$ cat config.mk
export PLATFORM = sky130hd
export DESIGN_NAME = ifu_fetch
export DESIGN_NICKNAME = d
export VERILOG_FILES = /design/src/rtl/ifu_pkg.sv /design/src/rtl/ifu_next_pc.sv /design/src/rtl/ifu_fetch.sv
export SDC_FILE = /design/constraint.sdc
export NUM_CORES = 1
export LEC_CHECK = 0
export ABC_AREA = 1
export BUFFER_PORTS_ARGS = -buffer_cell sky130_fd_sc_hd__buf_2
export CORE_MARGIN = 2
export CORE_UTILIZATION = 51
export DETAILED_ROUTE_END_ITERATION = 8
export PLACE_DENSITY = 0.79
export SLEW_MARGIN = 40
export SYNTH_ARGS = -nofsm -noshare
export SYNTH_HDL_FRONTEND = slang
export SYNTH_HIERARCHICAL = 1
export SYNTH_SLANG_ARGS = --single-unit
$ cat constraint.sdc
create_clock -name clk -period 2.7 [get_ports clk]
set_input_delay 0.27 -clock clk [delete_from_list [all_inputs] [get_ports clk]]
set_output_delay 0.27 -clock clk [all_outputs]
set_load 0.01 [all_outputs]
$ cat src/rtl/ifu_pkg.sv
// Shared types and constants for the instruction-fetch stage.
// Optional performance counters are enabled with the IFU_PERF_CNT_EN macro.
package ifu_pkg;

  typedef enum logic [1:0] {
    IDLE  = 2'd0,
    FETCH = 2'd1,
    ISSUE = 2'd2
  } state_t;

  localparam int OP_MSB = 31;
  localparam int OP_LSB = 26;
  localparam int FUNC_W = 6;
  localparam int IMM_W  = 16;
  localparam int JTGT_W = 26;

  localparam logic [5:0] OP_RTYPE = 6'b000000;
  localparam logic [5:0] OP_BEQ   = 6'b000100;
  localparam logic [5:0] OP_J     = 6'b000010;

endpackage

$ cat src/rtl/ifu_next_pc.sv
// Combinational next-PC computation for a retiring instruction.
// Jump beats a taken branch; all arithmetic wraps modulo 2^32.
module ifu_next_pc
  import ifu_pkg::*;
(
  input  logic [31:0] pc,
  input  logic [31:0] instr,
  input  logic        Branch,
  input  logic        Jump,
  input  logic        zero,
  output logic [31:0] next_pc
);

  logic [31:0] pc4;
  logic [31:0] br_off;
  logic [31:0] jmp_tgt;

  assign pc4     = pc + 32'd4;
  assign br_off  = {{(32-IMM_W-2){instr[IMM_W-1]}}, instr[IMM_W-1:0], 2'b00};
  assign jmp_tgt = {pc4[31:28], instr[JTGT_W-1:0], 2'b00};

  always_comb begin
    next_pc = pc4;
    if (Jump) begin
      next_pc = jmp_tgt;
    end else if (Branch && zero) begin
      next_pc = pc4 + br_off;
    end
  end

endmodule

$ cat src/rtl/ifu_fetch.sv
// Instruction-fetch stage: req/ack fetch from imem, valid/ready issue to decode.
// Define IFU_PERF_CNT_EN to add the retire_cnt / stall_cnt counter outputs.
module ifu_fetch
  import ifu_pkg::*;
#(
  parameter logic [31:0] RESET_PC = 32'h0000_0000  // must be word-aligned
) (
  input  logic        clk,
  input  logic        rst_n,
  output logic        imem_req,
  output logic [31:0] imem_addr,
  input  logic        imem_ack,
  input  logic [31:0] imem_rdata,
  output logic        instr_valid,
  input  logic        instr_ready,
  output logic [31:0] instr,
  output logic [5:0]  op,
  output logic [5:0]  func,
  output logic [31:0] pc,
  input  logic        Branch,
  input  logic        Jump,
  input  logic        zero
`ifdef IFU_PERF_CNT_EN
  ,
  output logic [31:0] retire_cnt,
  output logic [31:0] stall_cnt
`endif
);

  state_t      state_reg, state_next;
  logic [31:0] pc_reg, pc_next;
  logic [31:0] instr_reg, instr_next;
  logic        req_reg, req_next;
  logic        valid_reg, valid_next;
  logic [31:0] npc;

  ifu_next_pc u_next_pc (
    .pc      (pc_reg),
    .instr   (instr_reg),
    .Branch  (Branch),
    .Jump    (Jump),
    .zero    (zero),
    .next_pc (npc)
  );

  always_ff @(posedge clk or negedge rst_n) begin
    if (!rst_n) begin
      state_reg <= IDLE;
      pc_reg    <= RESET_PC;
      instr_reg <= 32'd0;
      req_reg   <= 1'b0;
      valid_reg <= 1'b0;
    end else begin
      state_reg <= state_next;
      pc_reg    <= pc_next;
      instr_reg <= instr_next;
      req_reg   <= req_next;
      valid_reg <= valid_next;
    end
  end

  always_comb begin
    state_next = state_reg;
    pc_next    = pc_reg;
    instr_next = instr_reg;
    req_next   = req_reg;
    valid_next = valid_reg;
    case (state_reg)
      IDLE: begin
        state_next = FETCH;
        req_next   = 1'b1;
      end
      FETCH: begin
        if (imem_ack) begin
          instr_next = imem_rdata;
          req_next   = 1'b0;
          valid_next = 1'b1;
          state_next = ISSUE;
        end
      end
      ISSUE: begin
        // Feedback is only consulted here, in the retire cycle.
        if (instr_ready) begin
          pc_next    = npc;
          valid_next = 1'b0;
          req_next   = 1'b1;
          state_next = FETCH;
        end
      end
      default: begin
        state_next = IDLE;
        req_next   = 1'b0;
        valid_next = 1'b0;
      end
    endcase
  end

  assign imem_req    = req_reg;
  assign imem_addr   = pc_reg;
  assign instr_valid = valid_reg;
  assign instr       = instr_reg;
  assign pc          = pc_reg;
  assign op          = instr_reg[OP_MSB:OP_LSB];
  assign func        = instr_reg[FUNC_W-1:0];

`ifdef IFU_PERF_CNT_EN
  logic retire;
  logic stall;

  assign retire = (state_reg == ISSUE) && instr_ready;
  assign stall  = ((state_reg == FETCH) && !imem_ack) ||
                  ((state_reg == ISSUE) && !instr_ready);

  always_ff @(posedge clk or negedge rst_n) begin
    if (!rst_n) begin
      retire_cnt <= 32'd0;
      stall_cnt  <= 32'd0;
    end else begin
      if (retire) retire_cnt <= retire_cnt + 32'd1;
      if (stall)  stall_cnt  <= stall_cnt + 32'd1;
    end
  end
`endif

endmodule

# Word level (Yosys, flattened, before mapping)
# Index checks and enable logic that the tools add are counted.
# totals
romBits	0
elab_cells	29
out_inout_bits	110
register_bits	68
n_memories	0
latch_bits	0
mem_bits_rw	0
in_bits	39
# classes
n_shift	0
n_bitwise	1
n_mul	0
mux	11
n_reduce_logical	6
addsub	2
n_div	0
n_eq_ne	4
n_lt_le_gt_ge	0
# ops
op	n
$mux W32	2
$add A32 B3 Y32 const B	1
$add A32 B32 Y32	1
$pmux W1 S3	2
$pmux W2 S3	1
$reduce_and A2 Y1	3
$mux W1	4
$mux W2	2
$ne A2 B2 Y1 const B	2
$reduce_and A3 Y1	1
$eq A2 B1 Y1 const B	1
$eq A2 B2 Y1 const B	1
$logic_not A2 Y1	1
$logic_and A1 B1 Y1	1
$not A1 Y1	1

# Logic depth before layout (Yosys ltp)
# depth
ltp_word	4
ltp_mapped	26
ltp_nobuf	26

# Hierarchy
# Netlist, hierarchy kept.
# by_module_without_submodules
module	area_each_um2	n_inst	seq_area_each_um2	cells_per_inst
ifu_next_pc	3727.3	1	0.0	758
ifu_fetch	3155.5	1	1676.6	333

# Worst setup path after synthesis
# Ideal clock, no wire load.
# synth_path
path_kind	flip-flop to flip-flop
start	register pc_reg[2], in the netlist imem_addr[2]
end	register pc_reg[21], in the netlist imem_addr[21]
setup_ps	74
path_buffers	0
period_less_slack_ps	2869
arrival_ps	2795
required_time_ps	2626
path_stages_with_launch	22
path_slack_ps	-169
path_cell_list	dfrtp_1 -> ha_1 -> nand3_1 -> inv_1 -> nand2_1 -> nor2_1 -> nand3_1 -> xor2_1 -> inv_1 -> ha_1 -> nand2_1 -> nor2_1 -> inv_1 -> nor2_1 -> nand4_1 -> nand3_1 -> nand2_1 -> nand3_1 -> nand2_1 -> nand2_1 -> inv_1 -> o21ai_2
# synth_via
elab_chain_len	4
# synth_rtl
element	line	rtl
start: declaration	ifu_fetch.sv:31	logic [31:0] pc_reg, pc_next;
start signal: assignment	ifu_fetch.sv:55	pc_reg <= pc_next;
$add A32 B3 Y32 (*)	ifu_next_pc.sv:18	assign pc4 = pc + 32'd4;
$add A32 B32 Y32	ifu_next_pc.sv:27	next_pc = pc4 + br_off;
$mux W32 (*)	ifu_next_pc.sv:26	end else if (Branch && zero) begin
$mux W32 (*)	ifu_next_pc.sv:24	if (Jump) begin
net npc[21]	ifu_fetch.sv:35	logic [31:0] npc;
# Mark *: on every way through the listed nets, which the timed path passes. The rest lies on a longest branch.
# A chain may end at the register's enable or synchronous reset.

# Worst setup path in the final report
# layout_path
start	register pc_reg[8], in the netlist imem_addr[8]
end	register pc_reg[16], in the netlist imem_addr[16]
# The elaborated chain is that of the path after synthesis.

==> impl_metrics.env <==
export IMPL_status="complete, but fails checks"
export IMPL_violations="setup timing"
export IMPL_synth_common_cells="nand2_1 (380), inv_1 (159), nand3_1 (91), nor2_1 (84), dfrtp_1 (67)"
export IMPL_place_congestion=1.01
export IMPL_syn_instance_count=1091
export IMPL_grt_max_degree=65
export IMPL_hpwlAfterDp_mm=17.4
export IMPL_viasPerCell=5.76
export IMPL_slew_headroom=0.589
export IMPL_die_h_um=120
export IMPL_io_pins=149
export IMPL_row_count=42
export IMPL_seq_area_mm2=0.00169
export IMPL_start_kind="flip-flop"
export IMPL_period_share=1.19
export IMPL_cts_root_buffer="clkbuf_16"
export IMPL_cts_htree_levels=3
export IMPL_initial_utilization=0.522
export IMPL_placed_area_mm2=0.00843
export IMPL_fillCellCount=796
export IMPL_worst_pin_slew_ps=617
export IMPL_path_buf_inv=4
export IMPL_worstPathMaxFanout=3
export IMPL_clk_latency_ps=370
export IMPL_rsz0062_at_grt="yes"
export IMPL_die_x_um=120
export IMPL_finClkSkew_ps=19.4
export IMPL_final_antenna_net_count=0
export IMPL_fin_util=0.783
export IMPL_numCtsBuffers=9
export IMPL_crit_chain="nand2_2 > nor2_4 > nand2_2 > o21ai_0 > nand2_2 > inv_1 > ha_4 > buf_4 > nand2_2 > inv_2 > nand2_2 > nand2_2 > nand2_1 > nand2_2 > a21oi_2 > nor2_1 > nor2_1 > nand2_2 > a21oi_2 > inv_1 > o21ai_2"
export IMPL_die_area_mm2=0.0144
export IMPL_max_freq_mhz=311
export IMPL_synth_top_area_frac=0.244
export IMPL_crit_top_cell="nand2_2"
export IMPL_whs_ps=132
export IMPL_synth_edff_count=0
export IMPL_ctsLongestPathBuffers=2
export IMPL_syn_to_final_growth_pct=50.0
export IMPL_critPathSlowestCell="dfrtp_2"
export IMPL_syn_avg_cell_area_um2=6.31
export IMPL_ys_warn_count=6
export IMPL_crit_family="simple AND/OR/NAND/NOR gates"
export IMPL_critPathMaxStageDelay_ps=420
export IMPL_timing_final_crit_period_ps=3220
export IMPL_final_max_slew_viol_count=0
export IMPL_crit_path_end_kind="flip-flop"
export IMPL_grt_pass1_wl_mm=38.1
export IMPL_drc=0
export IMPL_crit_arrival_ps=3500
export IMPL_drtIter0Drc=1077
export IMPL_wl_mm=28.6
export IMPL_yosysMostFrequentCell="nand2_1"
export IMPL_synth_nets=1168
export IMPL_fin_ws_ps=-520
export IMPL_multi_input_area_mm2=0.00535
export IMPL_core_area_mm2=0.0132
export IMPL_grt_overflow_total=0
export IMPL_fin_nets=1436
export IMPL_netlist_area_mm2=0.00688
export IMPL_vdd_drop_max_v=0.000959
export IMPL_clock_sinks=67
export IMPL_vias=8878
export IMPL_clk_pin_slew_ps=70
export IMPL_finalHoldViolCount=0
export IMPL_wire_per_inst_um=18.6
export IMPL_synth_seq_cells=67
export IMPL_setup_viol=24
export IMPL_synth_top_cells_by_area="dfrtp_1 (24%), nand2_1 (21%), inv_1 (8.7%)"
export IMPL_ys_seq_area_frac=0.244
export IMPL_place_ws_ps=-320
export IMPL_tritoncts="done"
export IMPL_layout_drive_gt1_share=0.477
export IMPL_track_usage=0.334
export IMPL_antenna_found_initial=0
export IMPL_hold_class="input port to flip-flop"
export IMPL_yosysTopAreaCell="dfrtp_1"
export IMPL_ys_flop_type="dfrtp_1"
export IMPL_drv_cap=0
export IMPL_power_density_mw_per_mm2=1310
export IMPL_worst_setup_path_type="flip-flop to flip-flop"
export IMPL_ys_types=42
export IMPL_diodes=0
export IMPL_firstDrtPassIters=7
export IMPL_power_leakage_nw=5.55
export IMPL_synthArstFlopShare=1.00
export IMPL_postLayoutCellArea_mm2=0.0103
export IMPL_worst_ep_required_time_ps=2980
export IMPL_first_global_vias=7687
export IMPL_portBuffers=148
-- through the flow --
step | power [W] | instances | setup TNS [ps]
after floorplan | 0.00655 | 1091 | 0
after global placement | 0.00910 | 1486 | -3620
after detailed placement | 0.00925 | 1486 | -4920
after CTS | 0.0114 | 1517 | -1470
after global routing | 0.0142 | 1540 | -8550
final | 0.0135 | 1540 | -5820
-- final cells by class --
class                      instances  area share
sequential                        67       0.164
clock buffer                       9      0.0218
tap                              176      0.0213
multi-input combinational        792       0.518
timing repair buffer             326       0.209
clock inverter                     7     0.00509
inverter                         163      0.0603
-- path summary, 6_finish.rpt --
kind	start	to	slack [ps]	cells after the start
min in group asynchronous	rst_n	imem_addr[30]$_DFFE_PN0P_	440	2
worst min register to register	instr[27]$_DFFE_PN0P_	instr[27]$_DFFE_PN0P_	500	2
max in group asynchronous	rst_n	instr[1]$_DFFE_PN0P_	1620	3
worst max register to register	imem_addr[8]$_DFFE_PN0P_	imem_addr[16]$_DFFE_PN0P_	-520	21
worst max-delay path	imem_addr[8]$_DFFE_PN0P_	imem_addr[16]$_DFFE_PN0P_	-520	21
worst min-delay path	imem_rdata[7]	instr[7]$_DFFE_PN0P_	130	3
-- metal layers --
metal  up-vias  share of wire  track usage
met5         -              0            0
met4         0          0.075        0.158
met3       228           0.11       0.0675
met2       698           0.47        0.558
met1      4030           0.35        0.412
li1       3922              -            -
-- cell families after synthesis --
family | share of synthesized area
AND/OR/NAND/NOR | 0.382
buffers and inverters | 0.164
AO/OA/AOI/OAI | 0.115
flip-flops | 0.244
adder cells (fa/ha/maj) | 0.0702
XOR/XNOR | 0.0253
-- what timing repair did --
item | CTS | global route
buffers inserted | 14 | 22
hold endpoints to repair | 41 | 0
setup endpoints to repair | 24 | 27
pin swaps | 52 | 88
gates resized for setup | 128 | 185
cloned | 0 | 0
hold buffers | 1 | 0
-- placed cells by master, fill, tap and decap left out, drive strengths merged --
cell type    count
dfrtp           67
a21oi           45
nand3           94
and2             5
buf            325
nand4           15
nor3            12
fa               1
clkbuf           9
xnor2            7
nand3b           3
clkinv           6
or2              4
dlygate4sd3      1
a31o             1
nand2          387
xor2            12
nor2            92
inv            164
o21ai           54
o21bai          10
a21o             4
o22ai            1
a31oi            8
ha              37
-- tightest hold or removal path, delay by kind of cell --
kind	cells	cell delay, ps
AND/OR/NAND/NOR	2	120
buffers and inverters	1	70
-- power by group --
group	total (W)	internal (W)	switching [W]	leakage [nW]
registers	0.00210	0.00146	0.000639	0.830
logic	0.0102	0.00434	0.00585	4.58
clock network	0.00119	0.000631	0.000558	0.141
No activity file was read; power rests on OpenSTA's default activity.
